===== config.mk =====
export PLATFORM = sky130hd
export DESIGN_NAME = data_mem_ctrl
export DESIGN_NICKNAME = d
export VERILOG_FILES = /design/src/rtl/mem_pkg.sv /design/src/rtl/load_extend.sv /design/src/rtl/data_mem_ctrl.sv
export SDC_FILE = /design/constraint.sdc
export NUM_CORES = 1
export LEC_CHECK = 0
export ABC_AREA = 1
export CAP_MARGIN = 10
export CORE_ASPECT_RATIO = 0.8
export CORE_MARGIN = 8
export CORE_UTILIZATION = 49
export CTS_BUF_LIST = sky130_fd_sc_hd__clkbuf_4 sky130_fd_sc_hd__clkbuf_8 sky130_fd_sc_hd__clkbuf_16
export DETAILED_ROUTE_END_ITERATION = 8
export MAX_ROUTING_LAYER = met4
export PLACE_DENSITY = 0.93
export SYNTH_ARGS = -nofsm -noshare
export SYNTH_HDL_FRONTEND = slang
export SYNTH_SLANG_ARGS = --single-unit

===== constraint.sdc =====
create_clock -name clk -period 2.81 [get_ports clk]
set_input_delay 0.562 -clock clk [delete_from_list [all_inputs] [get_ports clk]]
set_output_delay 0.562 -clock clk [all_outputs]
set_load 0.01 [all_outputs]

===== src/rtl/mem_pkg.sv =====
// Shared definitions for the data-memory access controller.
// Latency: n/a (constants and types only).
// Backpressure: n/a.
package mem_pkg;

  // RV32I load/store funct3 encodings
  localparam logic [2:0] F3_B  = 3'b000;
  localparam logic [2:0] F3_H  = 3'b001;
  localparam logic [2:0] F3_W  = 3'b010;
  localparam logic [2:0] F3_BU = 3'b100;
  localparam logic [2:0] F3_HU = 3'b101;

  typedef enum logic [0:0] {
    S_IDLE   = 1'b0,
    S_RMW_WR = 1'b1
  } state_t;

endpackage


===== src/rtl/load_extend.sv =====
// Lane select and sign/zero extension of a loaded memory word.
// Latency: purely combinational.
// Backpressure: none.
// Ports: word (memory word), addr (byte offset in word), funct3 (size/sign),
//        result (extended 32-bit load value; 0 for unsupported funct3).
module load_extend
  import mem_pkg::*;
(
  input  logic [31:0] word,
  input  logic [1:0]  addr,
  input  logic [2:0]  funct3,
  output logic [31:0] result
);

  logic [7:0]  byte_sel;
  logic [15:0] half_sel;

  assign byte_sel = word[{addr, 3'b000} +: 8];
  assign half_sel = word[{addr[1], 4'b0000} +: 16];

  always_comb begin
    result = 32'h0;
    case (funct3)
      F3_B:    result = {{24{byte_sel[7]}}, byte_sel};
      F3_BU:   result = {24'h0, byte_sel};
      F3_H:    result = {{16{half_sel[15]}}, half_sel};
      F3_HU:   result = {16'h0, half_sel};
      F3_W:    result = word;
      default: result = 32'h0;
    endcase
  end

endmodule


===== src/rtl/data_mem_ctrl.sv =====
// Load/store controller: byte/half/word core accesses onto a word-only memory.
// Latency: loads and word stores in the request cycle; sub-word stores take 2 cycles.
// Backpressure: stall is high during the read half of a read-modify-write.
// Ports: clk, rst (async active-high); core side req_read, req_write, funct3,
//        addr, wdata -> rdata, stall, misaligned, err; memory side mem_read,
//        mem_write, mem_addr, mem_wdata <- mem_rdata (combinational read).
module data_mem_ctrl
  import mem_pkg::*;
(
  input  logic        clk,
  input  logic        rst,
  input  logic        req_read,
  input  logic        req_write,
  input  logic [2:0]  funct3,
  input  logic [8:0]  addr,
  input  logic [31:0] wdata,
  output logic [31:0] rdata,
  output logic        stall,
  output logic        misaligned,
  output logic        err,
  output logic        mem_read,
  output logic        mem_write,
  output logic [8:0]  mem_addr,
  output logic [31:0] mem_wdata,
  input  logic [31:0] mem_rdata
);

  state_t      state, next_state;
  logic [31:0] lat_word;
  logic [8:0]  lat_addr;
  logic [15:0] lat_wdata;
  logic [2:0]  lat_f3;
  logic        latch_en;

  logic        is_load, is_store;
  logic        load_f3_ok, store_f3_ok, align_bad, illegal;
  logic [31:0] load_val;
  logic [31:0] merged;

  // A load wins when both requests are raised together
  assign is_load  = req_read;
  assign is_store = req_write & ~req_read;

  assign load_f3_ok  = (funct3 == F3_B) || (funct3 == F3_H) || (funct3 == F3_W) ||
                       (funct3 == F3_BU) || (funct3 == F3_HU);
  assign store_f3_ok = (funct3 == F3_B) || (funct3 == F3_H) || (funct3 == F3_W);
  assign align_bad   = (((funct3 == F3_H) || (funct3 == F3_HU)) && addr[0]) ||
                       ((funct3 == F3_W) && (addr[1:0] != 2'b00));
  assign illegal     = is_load ? (!load_f3_ok || align_bad) : (!store_f3_ok || align_bad);

  load_extend u_load_extend (
    .word   (mem_rdata),
    .addr   (addr[1:0]),
    .funct3 (funct3),
    .result (load_val)
  );

  // Drop the latched store data into its lane of the latched memory word
  always_comb begin
    merged = lat_word;
    if (lat_f3 == F3_B)
      merged[{lat_addr[1:0], 3'b000} +: 8] = lat_wdata[7:0];
    else
      merged[{lat_addr[1], 4'b0000} +: 16] = lat_wdata;
  end

  always_comb begin
    next_state = state;
    stall      = 1'b0;
    mem_read   = 1'b0;
    mem_write  = 1'b0;
    mem_addr   = 9'h0;
    mem_wdata  = 32'h0;
    rdata      = 32'h0;
    misaligned = 1'b0;
    latch_en   = 1'b0;
    case (state)
      S_IDLE: begin
        if (is_load || is_store) begin
          if (illegal) begin
            misaligned = 1'b1;
          end else if (is_load) begin
            mem_read = 1'b1;
            mem_addr = {addr[8:2], 2'b00};
            rdata    = load_val;
          end else if (funct3 == F3_W) begin
            mem_write = 1'b1;
            mem_addr  = {addr[8:2], 2'b00};
            mem_wdata = wdata;
          end else begin
            // Sub-word store: read the containing word now, write it back next cycle
            mem_read   = 1'b1;
            mem_addr   = {addr[8:2], 2'b00};
            stall      = 1'b1;
            latch_en   = 1'b1;
            next_state = S_RMW_WR;
          end
        end
      end
      S_RMW_WR: begin
        // Core inputs are ignored here; everything comes from the latches
        mem_write  = 1'b1;
        mem_addr   = {lat_addr[8:2], 2'b00};
        mem_wdata  = merged;
        next_state = S_IDLE;
      end
      default: next_state = S_IDLE;
    endcase
  end

  always_ff @(posedge clk or posedge rst) begin
    if (rst) begin
      state     <= S_IDLE;
      err       <= 1'b0;
      lat_word  <= 32'h0;
      lat_addr  <= 9'h0;
      lat_wdata <= 16'h0;
      lat_f3    <= 3'h0;
    end else begin
      state <= next_state;
      err   <= err | misaligned;
      if (latch_en) begin
        lat_word  <= mem_rdata;
        lat_addr  <= addr;
        lat_wdata <= wdata[15:0];
        lat_f3    <= funct3;
      end
    end
  end

endmodule


==> run metrics, run 1 <==
htree depth 3; antenna-violating nets left 0; WS Path Type primary input to primary output; max incr delay on CP around 440 ps; hold path start lat_addr[4]; Total Wirelength around 20 mm; simple-gate share of the synthesized area 0.5026; post-synthesis mux area share 0; total gr overflow 0; Synth Area in XOR/XNOR 0; final slew viol count 0; final net count 1231; Final setup viols 0; Sequential Area about 1600 sq um; sequential area share after synthesis 0.2773; Power Density approximately 550 nW/um^2; post-cts hold buffer count 0; RSZ-0062 raised after global routing false; maximum vdd drop 0.3196 mV; largest family of logic cells by synthesized area simple AND/OR/NAND/NOR gates; RePlAce Congestion approximately 0.98; via count 7117; drt pass-1 iters 6; FF-to-FF End lat_word[17]; worst r2r path cells 6; post-route setup slack between 100 and 150 ps; worst slack, placed -252.7 ps; Critical Path AT 2140 ps; Post-Synth Adder-Cell Area 0.01118; Yosys top cell area share 0.2818; CTS Root Buffer Type clkbuf_16; Worst Hold Path EP lat_addr[4]; Final Hold Viols 0; Final Non-Filler Cells roughly 1300; first-pass GRT wire length 31.77 mm; Tot GR Track Use 0.2645; slowest CP cell clkdlybuf4s50_1; DR iter-0 viols 1095; Post-DP HPWL approximately 15 mm; Tcrit/Tclk final 0.9624; largest cells by area after synthesis nand2_1, dfrtp_1, nand3_1; CTS Buf Count 9; Initial Utilization 0.4932; Tmin final 2704 ps; diode count 0; status finished, final reports clean; clock skew about 6.5 ps; largest net degree at the start of global routing 65; worst reg2reg path startpoint state; crit path launch type primary input; synthesized flop and latch total 62; Reg2Reg Setup Slack 1030 ps; syn_area_per_cell 5.662 sq um; overall die height 111.6 um; drt wl/cell ~15 um; Mapped Area approximately 5600 sq um; Die Area 15110 sq um; layout filler cell count slightly above 1000; Clock Sink Count between 60 and 70; Port Buf Inserts approximately 160; Yosys cell types 26; worst-skew pair later-pin latency 330 ps; Die W 135.5 um; Layout area overhead 38.63%; Tightest Pin Transition roughly 580 ps; Placed Instances roughly 1300; multi-input logic area 3341 sq um; Synthesis Warnings 0; initial antenna violation count 0; Pleak between 4 and 5 nW; Critical Path Sink Type primary output; crit path max fanout 33; worst hold path type flip-flop to flip-flop; Clock Path Buffers 2; clock slew at reported path FFs 60 ps; max-cap violations 0; IO Count 158; Setup Buffers After CTS 0; hold depth 2; Worst slew margin 0.6166; Max Clk Rate around 370 MHz; synthesized netlist cell count a little under 1000; Synth Area in Compound Gates 0.07985; layout cells sized above 1 0.08341; final setup TNS 0 ps; Placeable Area approximately 11000 sq um; commonest cells after routing, fill and taps aside nand2_1, nand3_1, inv_1; CP Cell Sequence clkdlybuf4s50_1 -> buf_4 -> nand3_2 -> nand2_2 -> nor2_4 -> buf_12 -> nand3_1 -> nand2_1 -> dlygate4sd2_1; CTS tree done; Placement Rows 35; DRC 0; commonest non-fill, non-tap cell in the layout nand2_1; vias in the first global route ~6400; area leader, netlist nand2_1; Via density roughly 5.5; CP Data Required Time 2250 ps
kinds of logic (layout without fill, tap and decap cells):
group                    after synthesis  in the layout
AND/OR/NAND/NOR                      673            673
other                                  1              2
buffers and inverters                163            325
flip-flops                            62             62
AO/OA/AOI/OAI                         84             84
adder cells (fa/ha/maj)                5              5
stage by stage:
step,total power [W],utilization,hold slack (ps),area (sq um)
final,0.004269,0.6837,471.6,7755
after global routing,0.004540,0.6837,512.2,7755
after CTS,0.004226,0.6825,478.2,7741
after detailed placement,0.003126,0.6631,465.0,7521
after global placement,0.003069,0.6631,454.6,7521
after floorplan,0.002402,-,441.7,5598
final cells by class:
type                            count  area share
Clock buffer                       10     0.03082
Clock inverter                      6    0.009197
Inverter                           98     0.04808
Multi-Input combinational cell    764      0.4308
Sequential cell                    62      0.2002
Tap cell                          148     0.02388
Timing Repair Buffer              211      0.2570
worst max-delay path, delay by kind of cell:
kind	cells	cell delay, ps
and+or+nand+nor	5	480
buffers and inverters	4	1080
Yosys cell counts:
cell type	instances
inv_1	92
conb_1	1
o21ai_2	1
buf_2	26
o21bai_1	1
inv_2	3
buf_1	4
nand4_1	8
o21ai_0	23
o211ai_1	8
nor3_1	1
ha_1	5
nor2_4	5
buf_6	6
dfrtp_1	62
a21oi_1	50
o21ai_1	1
nand2_2	5
clkbuf_1	22
clkinv_1	2
buf_4	7
inv_4	1
nand2_1	420
nor2_1	67
nand3_1	166
nand3_2	1
flip-flops by register name (all words and copies together) (netlist names):
| signal | count |
|---|---|
| lat_word | 32 |
| lat_addr | 9 |
| err | 1 |
| lat_wdata | 16 |
| lat_f3 | 3 |
| state | 1 |
where the power goes:
group	leakage, nW	internal (W)	switching (W)
clock	0.145	0.000715	0.000427
combinational	3.48	0.000692	0.00111
sequential	0.775	0.00111	0.000221
worst max-delay path by stage:
| stage | start | to | slack (ps) | cells past startpoint |
|---|---|---|---|---|
| after floorplan | lat_addr[1] | mem_wdata[20] | 290 | 12 |
| after global placement | funct3[2] | mem_wdata[0] | -210 | 10 |
| after detailed placement | addr[1] | mem_wdata[4] | -250 | 10 |
| after CTS | addr[0] | stall | 40 | 8 |
| after global routing | lat_addr[1] | mem_wdata[19] | 9 | 9 |
| final | addr[0] | mem_wdata[4] | 110 | 9 |
metal layers:
| metal | up-vias | GRT usage | wire length [um] |
|---|---|---|---|
| li1 | 3416 | - | - |
| met1 | 3180 | 0.3464 | 8119 |
| met2 | 467 | 0.4030 | 9192 |
| met3 | 54 | 0.04275 | 2161 |
| met4 | 0 | 0.09749 | 599 |
| met5 | - | - | 0 |
repair_timing:
action	4_1_cts	5_1_grt
endpoints found under the setup margin	75	30
gates resized for setup	80	9
endpoints found under the hold margin	0	0
gates cloned	0	0
pin swaps	0	0
Note: power is estimated with default switching activity, not from simulation.
==> inputs of run 2 (changes only) <==
CORE_UTILIZATION = 60   (was 49)
DONT_BUFFER_PORTS = 1   (was default)
PLACE_DENSITY = 0.87   (was 0.93)
==> run 2 against run 1 <==
Net effect: clock skew shrank 1.7 ps; flip-flop and latch count is the same; die area shrank 16%; sequential power is essentially flat; first-iteration DRC count shrank 32%; routed wire length shrank 8.8%; register-to-register slack gained 80 ps; combinational power shrank 18%; largest cell class unchanged.
==> run metrics, run 2 (synthesized netlist as in run 1, its figures left out) <==
status finished, final reports clean; Tcrit/Tclk final 0.9298 (-0.03263); largest net degree at the start of global routing 72 (+11%); layout filler cell count 900 (-11%); worst hold path type primary input to asynchronous set/reset pin; Final setup viols 0 (unchanged); FF-to-FF End lat_addr[0]; cell mode on critical path nand2_1; Tmin final 2613 ps (-91.69 ps); Final Util 0.6471 (-0.03664); Sequential Area 1553 sq um (unchanged); max incr delay on CP 510 ps (+70 ps); worst-skew pair later-pin latency 330 ps (about the same); max reg flops 32 (unchanged); initial antenna violation count 0 (unchanged); Placed Instances 1059 (-17%); Critical Path AT 2050 ps (-90 ps); Via density 5.827 (+6.4%); Final Non-Filler Cells 1075 (-17%); diode count 0 (unchanged); antenna-violating nets left 0 (unchanged); Critical Path Sink Type primary output; Pleak 3.288 nW (-25%); Initial Utilization 0.6163 (+0.1231); final setup TNS 0 ps (unchanged); htree depth 3 (unchanged); final net count 1040 (-16%); Clock Sink Count 62 (unchanged); via count 6264 (-12%); commonest cells after routing, fill and taps aside nand2_1, nand3_1, inv_1; Power Density 672.1 nW/um^2 (+22%); Post-DP HPWL 13.46 mm (-11%); Max Clk Rate 382.8 MHz (+3.5%); max-cap violations 0 (unchanged); overall die height 102.4 um (-8.3%); slowest CP cell ha_1; crit path max fanout 35 (+6.1%); final slew viol count 0 (unchanged); Worst slew margin 0.5188 (-0.09781); DRC 0 (unchanged); Die W 124.0 um (-8.5%); Placement Rows 31 (-11%); clock skew 4.784 ps (-1.729 ps); multi-input logic area 3333 sq um (-0.22%); Final Hold Viols 0 (unchanged); Total Wirelength 18.30 mm (-8.8%); Die Area 12690 sq um (-16%); design area 5873 sq um (-24%); CTS Root Buffer Type clkbuf_16; drt pass-1 iters 5 (-1); CP Data Required Time 2250 ps (about the same); total gr overflow 0 (unchanged); DR iter-0 viols 748 (-32%); RePlAce Congestion 1.038 (+5.7%); CTS Buf Count 9 (unchanged); vias in the first global route 5656 (-12%); crit path launch type flip-flop; RSZ-0062 raised after global routing false; Clock Path Buffers 2 (unchanged); Placeable Area 9076 sq um (-20%); CTS tree done; worst reg2reg path startpoint state; commonest non-fill, non-tap cell in the layout nand2_1; CP Cell Sequence buf_4 -> ha_1 -> nor2_1 -> nor2_1 -> nand2_1 -> nand2_1 -> nand2_1 -> nand2_1; drt wl/cell 17.02 um (+10%); worst r2r path cells 6 (unchanged); Tot GR Track Use 0.2936 (+0.02915); Reg2Reg Setup Slack 1110 ps (+80 ps); IO Count 158 (unchanged); Cell Area, Placed 5558 sq um (-26%); first-pass GRT wire length 28.70 mm (-9.7%); WS Path Type flip-flop to primary output; Port Buf Inserts 0 (-100%); maximum vdd drop 0.4597 mV (+44%); clock slew at reported path FFs 50 ps (about the same); layout cells sized above 1 0.05833 (-0.02507); register with the most flip-flops lat_word; Layout area overhead 4.988%; Tightest Pin Transition 721.8 ps (+146.7 ps); Largest regs lat_word (32), lat_wdata (16), lat_addr (9)
==> run 2: cell types whose count changed in the layout (fill, tap and decap cells not counted), sizes merged <==
cell | before | now
clkdlybuf4s15 | 3 | 0
buf | 56 | 20
clkinv | 5 | 3
dlymetal6s2s | 1 | 0
clkdlybuf4s50 | 76 | 0
clkinvlp | 2 | 1
clkbuf | 10 | 13
dlygate4sd2 | 75 | 0
==> run 2: where the power goes <==
part,switching [W],internal [W]
clock,0.000392,0.000753
combinational,0.00100,0.000463
sequential,0.000228,0.00111
==> run 2: worst max path at each step <==
stage                      from       endpoint  cells past startpoint
floorplan           lat_addr[1]  mem_wdata[20]                     12
global placement    lat_addr[0]   mem_wdata[0]                      7
detailed placement  lat_addr[0]   mem_wdata[0]                      7
CTS                 lat_addr[0]   mem_wdata[0]                      7
global route        lat_addr[1]  mem_wdata[21]                      8
finish              lat_addr[1]  mem_wdata[20]                      8
==> run 2: metal layers <==
| metal | vias to the layer above | GRT usage | share of wire |
|---|---|---|---|
| met5 | - | - | 0 |
| met2 | 354 | 0.4428 | 0.45 |
| met3 | 30 | 0.08172 | 0.12 |
| li1 | 3028 | - | - |
| met1 | 2852 | 0.3791 | 0.42 |
| met4 | 0 | 0.08120 | 0.018 |
==> run 2: repair_timing <==
action,CTS,global route
endpoints found under the hold margin,0,0
gates resized for setup,0,2
setup buffers,0,0
hold buffers,0,0
setup endpoints to repair,0,11
==> run 2: critical path, delay by kind of cell (launching register included) <==
kind	cells	cell delay [ps]
AND/OR/NAND/NOR	6	550
adder cells (fa/ha/maj)	1	510
buffers and inverters	1	320
flip-flops	1	340
==> run 2: final cells by class <==
class	count	area share
sequential	62	0.2644
clock inverter	3	0.007243
timing repair buffer	20	0.02769
inverter	98	0.06306
clock buffer	13	0.04559
multi-input combinational	764	0.5675
tap	115	0.02450
==> run 2: per-stage QoR <==
step / power [W] / hold WS (ps) / setup WS, ps
after detailed placement: 0.002757 / 464.9 / 413.1
after global placement: 0.002716 / 455.9 / 488.5
after CTS: 0.003911 / 178.0 / 57.35
final: 0.003947 / 168.3 / 197.4
after global routing: 0.004205 / 203.6 / 17.16
after floorplan: 0.002402 / 441.7 / 289.4
==> inputs of run 3 (changes only) <==
CTS_CLUSTER_DIAMETER = 150   (was default)
SKIP_LAST_GASP = 1   (was default)
==> results of run 3 <==
The final DEF is identical to that of run 2; final timing and power are the same.
